## src/rtl/serial_adder_pkg.sv

```systemverilog
// ============================================================================
// serial_adder_pkg
// Shared FSM state type and default operand width for the bit-serial adder.
// Revision: 1.0
// ============================================================================
`timescale 1ns/1ps
`default_nettype none

package serial_adder_pkg;

  localparam int DEFAULT_WIDTH = 8;

  typedef enum logic [1:0] {
    IDLE = 2'd0,
    RUN  = 2'd1,
    DONE = 2'd2
  } state_t;

endpackage

`default_nettype wire

```

## src/rtl/fa_cell.sv

```systemverilog
// ============================================================================
// fa_cell
// Single combinational 1-bit full adder shared across all bit positions.
// Revision: 1.0
// ============================================================================
`timescale 1ns/1ps
`default_nettype none

module fa_cell (
  input  logic a,
  input  logic b,
  input  logic cin,
  output logic s,
  output logic c
);

  assign s = a ^ b ^ cin;
  assign c = (a & b) | (a & cin) | (b & cin);

endmodule

`default_nettype wire

```

## src/rtl/serial_adder_ctrl.sv

```systemverilog
// ============================================================================
// serial_adder_ctrl
// Bit-serial add (LSB first) with valid/ready operand and result handshakes.
// Optional subtract mode selected by macro SERIAL_ADDER_SUB_EN.
// Revision: 1.0
// ============================================================================
`timescale 1ns/1ps
`default_nettype none

module serial_adder_ctrl
  import serial_adder_pkg::*;
#(
  parameter int WIDTH = DEFAULT_WIDTH
) (
  input  logic             clk,
  input  logic             rst_n,
  input  logic             start,
  output logic             in_ready,
  input  logic [WIDTH-1:0] a,
  input  logic [WIDTH-1:0] b,
  input  logic             cin,
`ifdef SERIAL_ADDER_SUB_EN
  input  logic             sub,
`endif
  output logic             out_valid,
  input  logic             out_ready,
  output logic [WIDTH-1:0] sum,
  output logic             cout,
  output logic             busy
);

  localparam int CNT_W = $clog2(WIDTH);
  localparam logic [CNT_W-1:0] LAST_BIT = CNT_W'(WIDTH - 1);

  state_t           state_q, state_d;
  logic [WIDTH-1:0] a_sh_q, a_sh_d;
  logic [WIDTH-1:0] b_sh_q, b_sh_d;
  logic [WIDTH-1:0] sum_sh_q, sum_sh_d;
  logic             carry_q, carry_d;
  logic             cout_q, cout_d;
  logic [CNT_W-1:0] bit_cnt_q, bit_cnt_d;

  logic w_fa_s;
  logic w_fa_c;

  fa_cell u_fa_cell (
    .a   (a_sh_q[0]),
    .b   (b_sh_q[0]),
    .cin (carry_q),
    .s   (w_fa_s),
    .c   (w_fa_c)
  );

  always_comb begin
    state_d   = state_q;
    a_sh_d    = a_sh_q;
    b_sh_d    = b_sh_q;
    sum_sh_d  = sum_sh_q;
    carry_d   = carry_q;
    cout_d    = cout_q;
    bit_cnt_d = bit_cnt_q;
    case (state_q)
      IDLE: begin
        if (start) begin
          a_sh_d    = a;
          bit_cnt_d = '0;
          state_d   = RUN;
`ifdef SERIAL_ADDER_SUB_EN
          // a - b computed as a + ~b + 1; cout then reads as NOT borrow
          b_sh_d  = sub ? ~b : b;
          carry_d = sub | cin;
`else
          b_sh_d  = b;
          carry_d = cin;
`endif
        end
      end
      RUN: begin
        a_sh_d    = a_sh_q >> 1;
        b_sh_d    = b_sh_q >> 1;
        sum_sh_d  = {w_fa_s, sum_sh_q[WIDTH-1:1]};
        carry_d   = w_fa_c;
        cout_d    = w_fa_c;
        bit_cnt_d = bit_cnt_q + CNT_W'(1);
        if (bit_cnt_q == LAST_BIT) begin
          state_d = DONE;
        end
      end
      DONE: begin
        if (out_ready) begin
          state_d = IDLE;
        end
      end
      default: state_d = IDLE;
    endcase
  end

  always_ff @(posedge clk) begin
    if (!rst_n) begin
      state_q   <= IDLE;
      a_sh_q    <= '0;
      b_sh_q    <= '0;
      sum_sh_q  <= '0;
      carry_q   <= 1'b0;
      cout_q    <= 1'b0;
      bit_cnt_q <= '0;
    end else begin
      state_q   <= state_d;
      a_sh_q    <= a_sh_d;
      b_sh_q    <= b_sh_d;
      sum_sh_q  <= sum_sh_d;
      carry_q   <= carry_d;
      cout_q    <= cout_d;
      bit_cnt_q <= bit_cnt_d;
    end
  end

  assign in_ready  = (state_q == IDLE);
  assign out_valid = (state_q == DONE);
  assign busy      = (state_q == RUN) || (state_q == DONE);
  assign sum       = sum_sh_q;
  assign cout      = cout_q;

endmodule

`default_nettype wire

```

## config.mk

```make
export PLATFORM = sky130hd
export DESIGN_NAME = serial_adder_ctrl
export DESIGN_NICKNAME = d
export VERILOG_FILES = /design/src/rtl/serial_adder_pkg.sv /design/src/rtl/fa_cell.sv /design/src/rtl/serial_adder_ctrl.sv
export SDC_FILE = /design/constraint.sdc
export NUM_CORES = 1
export LEC_CHECK = 0
export CAP_MARGIN = 20
export CORE_ASPECT_RATIO = 1.5
export CORE_UTILIZATION = 53
export CTS_CLUSTER_DIAMETER = 50
export CTS_CLUSTER_SIZE = 24
export DETAILED_ROUTE_END_ITERATION = 10
export GPL_ROUTABILITY_DRIVEN = 0
export PLACE_DENSITY_LB_ADDON = 0.1
export SLEW_MARGIN = 40
export SYNTH_ARGS = -nofsm -noshare
export SYNTH_HDL_FRONTEND = slang
export SYNTH_SLANG_ARGS = --single-unit
```

## constraint.sdc

```tcl
create_clock -name clk -period 4.62 [get_ports clk]
set_clock_uncertainty 0.15 [all_clocks]
set_input_delay 0.462 -clock clk [delete_from_list [all_inputs] [get_ports clk]]
set_output_delay 0.462 -clock clk [all_outputs]
set_load 0.02 [all_outputs]
```

==> metrics.md, run 1 <==
| Metric | Value |
|---|---|
| Status | finished, final reports clean |
| Post-route ant nets | 0 |
| Sequential-to-total area share from yosys stat | 41.7% |
| Post-Synth Adder-Cell Area | 6.39% |
| RSZ-0062 raised after global routing | false |
| DR WL/cell | 12.4 µm |
| Post-Syn Area | 1490 µm² |
| First-pass DRT Iterations | 4 |
| DR vias/cell | 5.18 |
| Syn Nets | 169 |
| Worst hold path type | register to register |
| Final HPWL DP | 1.73 mm |
| R2r setup slk | 2.70 ns |
| H-tree levels | 2 |
| First-pass GRT wire length | 4.23 mm |
| Slew HR | 65.4% |
| Share of layout cells above drive strength 1 | 6.98% |
| Hold Crit Depth | 2 |
| Placement Cell Area | 1780 µm² |
| Largest stage delay on the critical path | 0.67 ns |
| Clock Tree Root | clkbuf_8 |
| Resized cells post-CTS | 0 |
| Largest net degree at the start of global routing | 35 |
| Setup TNS | 0 ns |
| Largest family of logic cells by synthesized area | multiplexers |
| Main flop type after synthesis | dfxtp_1 |
| Post-synth top area share | 41.7% |
| Simple logic cell fraction of the synthesized area | 12.2% |
| Cell area power density | 550 nW/µm² |
| DR DRC count | 0 |
| Antenna Cells | 0 |
| Ys Warns | 0 |
| Num ports | 33 |
| Async S/R FF share, synth | 0% |
| Synth Area in Compound Gates | 14.2% |
| Post-CTS Repair Setup Buffers | 0 |
| Chip width | 45.3 µm |
| Crit path arrival time | 1.74 ns |
| Hold Crit Endpoint | bit_cnt_q[0] |
| Hold Startpoint | bit_cnt_q[0] |
| Clk slew on worst S/H paths | 0.07 ns |
| Core footprint | 2680 µm² |
| Post-synthesis register bit count | 31 |
| Worst Path Class, Setup | register to output port |
| R2r endpoint | a_sh_q[0] |
| Die Y | 66.9 µm |
| Final period demand of the worst path | 2.36 ns |
| Final Core Density | 70.8% |
| Mapped Cells | 141 |
| GRT Overall Usage | 19.6% |
| # clock sinks | 31 |
| VDD IR max | 0.422 mV |
| Clock latency on the worst-skew pair | 0.29 ns |
| Synth unique cells | 21 |
| Worst r2r src | state_q[1] |
| Final instance area | 1900 µm² |
| Layout fillers | 215 |
| Final period utilization | 51.0% |
| Slew @ Worst Pin | 0.519 ns |
| CTS tree | built |
| Vias | 1083 |
| Avg Inst Size Synth | 10.6 µm² |
| Vias in the first global route | 1008 |
| Setup Viol. Count Final | 0 |
| Startpoint types | register |
| Reg area | 621 µm² |
| Required @ worst endpoint | 4.01 ns |
| Dominant cell type by area after synthesis | dfxtp_1 |
| Iteration-0 DRC Markers | 8 |
| Area occupied by multi-input gates | 773 µm² |
| Count of final max-slew check failures | 0 |
| Post-synthesis mux area share | 19.2% |
| Gr ovfl total | 0 |
| Leakage | 0.861 nW |
| Initial antenna violation count | 0 |
| CP max stage cell | clkdlybuf4s50_1 |
| Rows | 23 |
| Die area | 3030 µm² |
| Largest cells by area after synthesis | dfxtp_1 (42%), mux2i_1 (18%), o211a_1 (10%) |
| Final Hold Viols | 0 |
| Fmax | 424 MHz |
| Final #Nets | 199 |
| Crit-path max FO | 9 |
| Post-CTS Hold Fix Bufs | 0 |
| Total wire length | 2.59 mm |
| Crit-path cells | inv_1 -> ha_1 -> clkdlybuf4s50_1 |
| Max Cap Viol | 0 |
| Clock buffer depth | 2 |
| Critical Path End Type | output port |
| CTS Buf Count | 5 |
| Reg2reg path depth | 6 |
| Post-synthesis xor/xnor area fraction | 0% |
| IO buf count | 32 |
| Initial Util | 55.6% |
| EDFF count, synth | 0 |
| Layout area overhead | 27.3% |
-- per-layer routing --
| layer | share of wire [%] | vias up | global-route usage, % |
|---|---|---|---|
| met2 | 50 | 25 | 31.5 |
| met1 | 44 | 495 | 21.6 |
| li1 | - | 557 | - |
| met4 | 2.4 | 0 | 11.4 |
| met3 | 3.8 | 6 | 6.50 |
| met5 | 0 | - | 0 |
-- cells in the mapped netlist (2+ instances only) --
library cell,number
buf_6,5
clkbuf_1,3
a32oi_1,2
inv_1,3
nand2_1,23
o22ai_1,2
a31oi_1,2
ha_1,6
dfxtp_1,31
nor2b_1,13
o211a_1,15
mux2i_1,27
-- sequential cells by signal, indices dropped and copies added (netlist names) --
signal     flops
state_q        2
sum            8
cout           1
a_sh_q         8
bit_cnt_q      3
carry_q        1
b_sh_q         8
-- worst max path at each step --
stage	cells after the start	endpoint	from
after floorplan	6	a_sh_q[0]	state_q[0]
final	3	in_ready	state_q[1]
after global placement	3	b_sh_q[7]	rst_n
after global routing	3	in_ready	state_q[1]
after detailed placement	3	in_ready	state_q[1]
after CTS	3	in_ready	state_q[1]
-- final cells by class --
type | count | area share (%)
Inverter | 4 | 0.792
Timing Repair Buffer | 33 | 17.0
Clock buffer | 6 | 4.36
Clock inverter | 2 | 1.85
Multi-Input combinational cell | 96 | 40.8
Tap cell | 37 | 2.44
Sequential cell | 31 | 32.7
-- power breakdown --
part / leakage (nW) / total, W / switching (W) / internal [W]
sequential: 0.254 / 0.000377 / 0.0000411 / 0.000336
combinational: 0.546 / 0.000386 / 0.000198 / 0.000188
clock: 0.0612 / 0.000279 / 0.000105 / 0.000174
-- cells by family after synthesis --
family / count (synthesis)
multiplexers: 28
AND/OR/NAND/NOR: 38
flip-flops: 31
AO/OA/AOI/OAI: 23
adder cells (fa/ha/maj): 7
buffers and inverters: 14
-- stage by stage --
| step | std cells | total power, W | hold slack [ns] | setup slack [ns] |
|---|---|---|---|---|
| final | 209 | 0.00104 | 0.329 | 2.26 |
| after global routing | 209 | 0.00111 | 0.352 | 2.18 |
| after CTS | 209 | 0.00105 | 0.336 | 2.25 |
| after detailed placement | 201 | 0.000772 | 0.326 | 2.58 |
| after global placement | 201 | 0.000755 | 0.303 | 2.44 |
| after floorplan | 141 | 0.000714 | 0.293 | 2.85 |
-- cell usage in the layout (no fill, tap or decap), types with 2 or more instances in the layout --
master / count
dfxtp_1: 31
clkdlybuf4s50_1: 31
mux2i_1: 27
nand2_1: 23
o211a_1: 15
nor2b_1: 13
ha_1: 6
clkbuf_8: 6
inv_1: 3
a32oi_1: 2
a31oi_1: 2
o22ai_1: 2
-- worst max-delay path, delay by kind of cell (launching register included) --
| kind | cells | cell delay, ns |
|---|---|---|
| adder cells (fa/ha/maj) | 1 | 0.36 |
| flip-flops | 1 | 0.33 |
| buffers and inverters | 2 | 0.77 |
(Power assumes the default switching activity.)
==> inputs of run 2 (changes only) <==
Settings changed: CORE_UTILIZATION 53 to 49.
Clock period 4.62 ns to 2.2 ns, I/O delays scaled along.
==> metrics.md, run 2 (synthesis results as in run 1) <==
| Metric | Value |
|---|---|
| Largest net degree at the start of global routing | 31 (-11%) |
| Final #Nets | 203 (+2.0%) |
| Seq pwr share | 37.4% (+1.2 points) |
| # clock sinks | 31 (unchanged) |
| Busiest grt layer | met2 |
| Critical Path End Type | output port |
| Most common cell after layout, fill and taps aside | clkdlybuf4s50_1 |
| CTS Buf Count | 5 (unchanged) |
| Final period demand of the worst path | 2.11 ns |
| Final Hold Viols | 0 (unchanged) |
| DR DRC count | 0 (unchanged) |
| First-pass GRT wire length | 4.13 mm (-2.3%) |
| Sw power | 0.000706 W (+110%) |
| Placement Cell Area | 1820 µm² (+2.1%) |
| Slew @ Worst Pin | 0.517 ns (-0.00222 ns) |
| Final instance area | 1920 µm² (+1.1%) |
| CP max stage cell | clkdlybuf4s50_1 |
| Die area | 3270 µm² (+7.9%) |
| DR WL/cell | 11.8 µm (-4.6%) |
| Startpoint types | register |
| Slew HR | 65.5% (about the same) |
| Largest stage delay on the critical path | 0.67 ns (about the same) |
| Status | finished, final reports clean |
| Clk slew on worst S/H paths | 0.06 ns (about the same) |
| GRT Overall Usage | 17.6% (-2.0 points) |
| Setup Viol. Count Final | 0 (unchanged) |
| Iteration-0 DRC Markers | 3 (-5) |
| Crit path arrival time | 1.74 ns (about the same) |
| Reg2reg path depth | 4 (-2) |
| Total wire length | 2.54 mm (-1.8%) |
| Leakage | 0.871 nW (+1.2%) |
| Hold Crit Depth | 2 (unchanged) |
| Layout fillers | 260 (+21%) |
| Antenna Cells | 0 (unchanged) |
| Initial antenna violation count | 0 (unchanged) |
| Vias in the first global route | 1010 (+0.20%) |
| R2r setup slk | 0.42 ns (-2.28 ns) |
| Core footprint | 2910 µm² (+8.8%) |
| Final period utilization | 95.9% |
| Layout area overhead | 28.7% |
| Hold Startpoint | bit_cnt_q[0] |
| CTS tree | built |
| Post-CTS Hold Fix Bufs | 0 (unchanged) |
| Clk pwr share | 22.6% (-4.2 points) |
| IO buf count | 32 (unchanged) |
| GR Util met1 | 18.8% (-2.8 points) |
| Net Sw Frac | 33.4% (+0.38 points) |
| Crit-path cells | inv_1 -> ha_1 -> clkdlybuf4s50_1 |
| Die Y | 69.5 µm (+3.9%) |
| Num ports | 33 (unchanged) |
| GRT met3 Usage | 7.29% (+0.79 points) |
| Worst hold path type | register to register |
| Required @ worst endpoint | 1.83 ns (-2.18 ns) |
| Cell-internal power | 0.00141 W (+100%) |
| H-tree levels | 2 (unchanged) |
| R2r endpoint | a_sh_q[1] |
| Gr ovfl total | 0 (unchanged) |
| Post-route ant nets | 0 (unchanged) |
| Post-place setup slack | 0.389 ns (-2.19 ns) |
| Worst r2r src | state_q[0] |
| Count of final max-slew check failures | 0 (unchanged) |
| Fmax | 474 MHz |
| Worst Path Class, Setup | register to output port |
| Rows | 24 (+4.3%) |
| Final HPWL DP | 1.88 mm (+8.7%) |
| Comb power frac | 40.1% (+3.0 points) |
| Final worst slack | 0.0901 ns (-2.17 ns) |
| Initial Util | 51.1% (-4.5 points) |
| Post-CTS Repair Setup Buffers | 0 (unchanged) |
| Setup TNS | 0 ns (unchanged) |
| Clock Tree Root | clkbuf_8 |
| Cell area power density | 1100 nW/µm² (+100%) |
| Clock buffer depth | 2 (unchanged) |
| Share of layout cells above drive strength 1 | 7.95% (+0.98 points) |
| Clock latency on the worst-skew pair | 0.27 ns (-0.02 ns) |
| Most frequent cells in the layout | clkdlybuf4s50_1 (32), dfxtp_1 (31), mux2i_1 (27), nand2_1 (23), o211a_1 (15) |
| DR vias/cell | 5.06 (-2.3%) |
| Met2 Track Usage GR | 28.9% (-2.7 points) |
| VDD IR max | 0.622 mV (+47%) |
| Crit-path max FO | 9 (unchanged) |
| Chip width | 47.0 µm (+3.8%) |
| Max Cap Viol | 0 (unchanged) |
| Hold Crit Endpoint | bit_cnt_q[0] |
| First-pass DRT Iterations | 2 (-2) |
| Vias | 1088 (+0.46%) |
| RSZ-0062 raised after global routing | false |
| Resized cells post-CTS | 0 (unchanged) |
-- run 2: routing by layer --
metal  share of wire, %  up-vias  wire length [µm]
met4                1.2        0                31
met2                 52       25              1330
met3                3.9        4                99
met1                 42      502              1080
met5                  0        -                 0
li1                   -      557                 -
-- run 2: how the worst max path moves through the flow --
stage	end	slack (ns)	startpoint	depth (start not counted)
finish	in_ready	0.09	state_q[0]	3
global route	in_ready	0.02	state_q[0]	3
CTS	in_ready	0.08	state_q[0]	3
detailed placement	in_ready	0.39	state_q[0]	3
global placement	in_ready	0.45	state_q[0]	3
floorplan	a_sh_q[0]	0.43	state_q[0]	6
-- run 2: power groups by stage --
stage                     clock [W]  sequential [W]  combinational [W]
after CTS                  0.000495        0.000792           0.000855
after detailed placement          0        0.000804           0.000849
final                      0.000478        0.000790           0.000847
after global placement            0        0.000796           0.000822
after floorplan                   0        0.000798           0.000702
after global routing       0.000518        0.000810           0.000928
-- run 2: layout make-up --
type / count / area, µm² / share of cell area, %
clock buffers: 8 / 100 / 5.23
multi-input cells: 96 / 773 / 40.4
inverters: 4 / 15.0 / 0.784
repair buffers: 37 / 358 / 18.7
flip-flops and latches: 31 / 621 / 32.4
well taps: 39 / 48.8 / 2.55
-- run 2: metrics by stage --
stage	power, W	cells	hold slack [ns]	utilization (%)
CTS	0.00214	215	0.327	65.8
detailed placement	0.00165	207	0.316	62.3
global route	0.00226	215	0.356	65.8
global placement	0.00162	207	0.299	62.3
finish	0.00211	215	0.321	65.8
floorplan	0.00150	141	0.219	-
-- run 2: critical path, delay by kind of cell, from the launching register on --
| kind | cells | cell delay [ns] |
|---|---|---|
| buffers and inverters | 2 | 0.76 |
| DFF | 1 | 0.34 |
| adders and majority gates | 1 | 0.36 |
==> inputs of run 3 (changes only) <==
Settings changed: SYNTH_HIERARCHICAL from default to 1.
==> metrics.md, run 3 <==
| Metric | Value |
|---|---|
| Layout area overhead | 27.3% |
| Hold Crit Endpoint | b_sh_q[7] |
| Main flop type after synthesis | dfxtp_1 |
| Synth unique cells | 21 (unchanged) |
| Seq pwr share | 38.4% (+1.0 points) |
| Ys Warns | 6 (+6) |
| Net Sw Frac | 34.0% (+0.65 points) |
| DR DRC count | 0 (unchanged) |
| Antenna Cells | 0 (unchanged) |
| Area occupied by multi-input gates | 773 µm² (unchanged) |
| Count of final max-slew check failures | 0 (unchanged) |
| First-pass GRT wire length | 4.40 mm (+6.3%) |
| Clk slew on worst S/H paths | 0.06 ns (about the same) |
| Dominant cell by count in the synthesized netlist | dfxtp_1 |
| Startpoint types | register |
| Most common cell after layout, fill and taps aside | clkdlybuf4s50_1 |
| Hold Crit Depth | 2 (unchanged) |
| GRT Overall Usage | 18.6% (+1.0 points) |
| Dominant cell type by area after synthesis | dfxtp_1 |
| Iteration-0 DRC Markers | 22 (+19) |
| Chip width | 47.0 µm (unchanged) |
| Core footprint | 2910 µm² (unchanged) |
| Cell area power density | 1090 nW/µm² (-1.1%) |
| Clock Tree Root | clkbuf_8 |
| R2r endpoint | state_q[0] |
| Crit-path cells | inv_1 -> ha_1 -> clkdlybuf4s50_1 |
| Post-Syn Area | 1490 µm² (unchanged) |
| Cell-internal power | 0.00137 W (-3.1%) |
| Final period demand of the worst path | 2.10 ns (-0.00757 ns) |
| Rows | 24 (unchanged) |
| Vias | 1072 (-1.5%) |
| Post-synthesis register bit count | 31 (unchanged) |
| Crit-path max FO | 9 (unchanged) |
| Max Cap Viol | 0 (unchanged) |
| Slew HR | 78.4% (+13 points) |
| Num ports | 33 (unchanged) |
| RSZ-0062 raised after global routing | false |
| Avg Inst Size Synth | 10.6 µm² (unchanged) |
| Inst Count DP | 206 (-0.48%) |
| Final HPWL DP | 1.84 mm (-1.9%) |
| Setup Viol. Count Final | 0 (unchanged) |
| Post-CTS Hold Fix Bufs | 0 (unchanged) |
| Hold Startpoint | b_sh_q[7] |
| Async S/R FF share, synth | 0% (unchanged) |
| Resized cells post-CTS | 0 (unchanged) |
| R2r setup slk | 0.43 ns (about the same) |
| EDFF count, synth | 0 (unchanged) |
| VDD IR max | 0.799 mV (+29%) |
| IO buf count | 32 (unchanged) |
| Clock latency on the worst-skew pair | 0.27 ns (about the same) |
| Worst r2r src | state_q[0] |
| Crit path arrival time | 1.73 ns (about the same) |
| Reg area | 621 µm² (unchanged) |
| Finished Layout Cells | 213 (-0.93%) |
| Status | finished, final reports clean |
| CTS Buf Count | 5 (unchanged) |
| Most frequent cells in the layout | clkdlybuf4s50_1 (32), dfxtp_1 (31), mux2i_1 (27), nand2_1 (23), o211a_1 (15) |
| Slew @ Worst Pin | 0.324 ns (-0.192 ns) |
| Largest net degree at the start of global routing | 35 (+13%) |
| # clock sinks | 31 (unchanged) |
| Post-synth top area share | 41.7% (unchanged) |
| Largest cells by area after synthesis | dfxtp_1 (42%), mux2i_1 (18%), o211a_1 (10%) |
| Worst hold path type | register to register |
| Post-synth top cells | dfxtp_1 (31), mux2i_1 (27), nand2_1 (23) |
| Syn Nets | 169 (unchanged) |
| DR vias/cell | 5.03 (-0.55%) |
| Buffers & Inverters on Critical Path | 2 (unchanged) |
| Die area | 3270 µm² (unchanged) |
| Post-route ant nets | 0 (unchanged) |
| Layout fillers | 255 (-1.9%) |
| Final period utilization | 95.6% (-0.34 points) |
| Post-CTS Repair Setup Buffers | 0 (unchanged) |
| Required @ worst endpoint | 1.83 ns (about the same) |
| Initial antenna violation count | 0 (unchanged) |
| Comb power frac | 40.4% (+0.3 points) |
| H-tree levels | 2 (unchanged) |
| Share of layout cells above drive strength 1 | 7.47% (-0.48 points) |
| Worst hold slack | 0.336 ns (+0.0150 ns) |
| Setup TNS | 0 ns (unchanged) |
| Clk pwr share | 21.2% (-1.4 points) |
| Largest stage delay on the critical path | 0.67 ns (about the same) |
| First-pass DRT Iterations | 4 (+2) |
| Total wire length | 2.62 mm (+3.0%) |
| Sequential-to-total area share from yosys stat | 41.7% (unchanged) |
| Crit path max-delay family | buffers and inverters |
| DR WL/cell | 12.3 µm (+4.0%) |
| Gr ovfl total | 0 (unchanged) |
| Die Y | 69.5 µm (unchanged) |
| Final Hold Viols | 0 (unchanged) |
| Final #Nets | 202 (-0.49%) |
| Clock buffer depth | 2 (unchanged) |
| Critical Path End Type | output port |
| CP max stage cell | clkdlybuf4s50_1 |
| Fmax | 476 MHz (+0.36%) |
| Sw power | 0.000704 W (-0.22%) |
| Reg2reg path depth | 5 (+1) |
| Initial Util | 51.1% (unchanged) |
| Worst Path Class, Setup | register to output port |
| Vias in the first global route | 1003 (-0.69%) |
| Leakage | 0.862 nW (-1.1%) |
| CTS tree | built |
| Mapped Cells | 141 (unchanged) |
## run 3: logic make-up (layout without fill, tap and decap cells)
family	after synthesis	after routing	share of synthesized area, %
buffers and inverters	14	47	6.39
AND/OR/NAND/NOR	38	38	12.2
multiplexers	28	28	19.2
adder cells (fa/ha/maj)	7	7	6.39
flip-flops	31	31	41.7
AO/OA/AOI/OAI	23	23	14.2
## run 3: worst max-delay path by stage
stage | depth (start not counted) | end | startpoint
floorplan | 6 | b_sh_q[0] | state_q[0]
global placement | 3 | in_ready | state_q[1]
detailed placement | 4 | state_q[0] | start
CTS | 3 | in_ready | state_q[1]
global route | 3 | in_ready | state_q[1]
finish | 3 | in_ready | state_q[1]
## run 3: layout make-up
cell class	count	area share (%)
multi-input cells	96	40.8
flip-flops and latches	31	32.7
repair buffers	36	18.5
clock buffers	6	4.36
well taps	39	2.57
inverters	4	0.792
clock inverters	1	0.264
## run 3: worst min-delay path, cell delays in order, from the launching register on
cell,delay (ns)
dfxtp_1,0.32
nand2_1,0.05
o22ai_1,0.06
## run 3: power groups by stage
stage               logic (W)  clock network (W)  registers, W
finish               0.000835           0.000439      0.000795
global route         0.000919           0.000472      0.000814
CTS                  0.000846           0.000452      0.000797
detailed placement   0.000840                  0      0.000808
global placement     0.000819                  0      0.000798
floorplan            0.000702                  0      0.000798
## run 3: per-stage QoR
stage	cell area (µm²)	util [%]	power, W	setup WS (ns)
6_report	1900	65.1	0.00207	0.0976
5_1_grt	1900	65.1	0.00221	0.0142
4_1_cts	1900	65.1	0.00209	0.0966
3_5_place_dp	1810	62.1	0.00165	0.402
3_3_place_gp	1810	62.1	0.00162	0.445
2_1_floorplan	1490	-	0.00150	0.432
## run 3: metal layers
layer  global-route usage (%)  up-vias  share of wire [%]
li1                         -      557                  -
met1                     22.2      488                 42
met2                     29.9       23                 52
met3                     6.77        4                5.0
met4                     5.71        0                1.1
met5                        0        -                  0
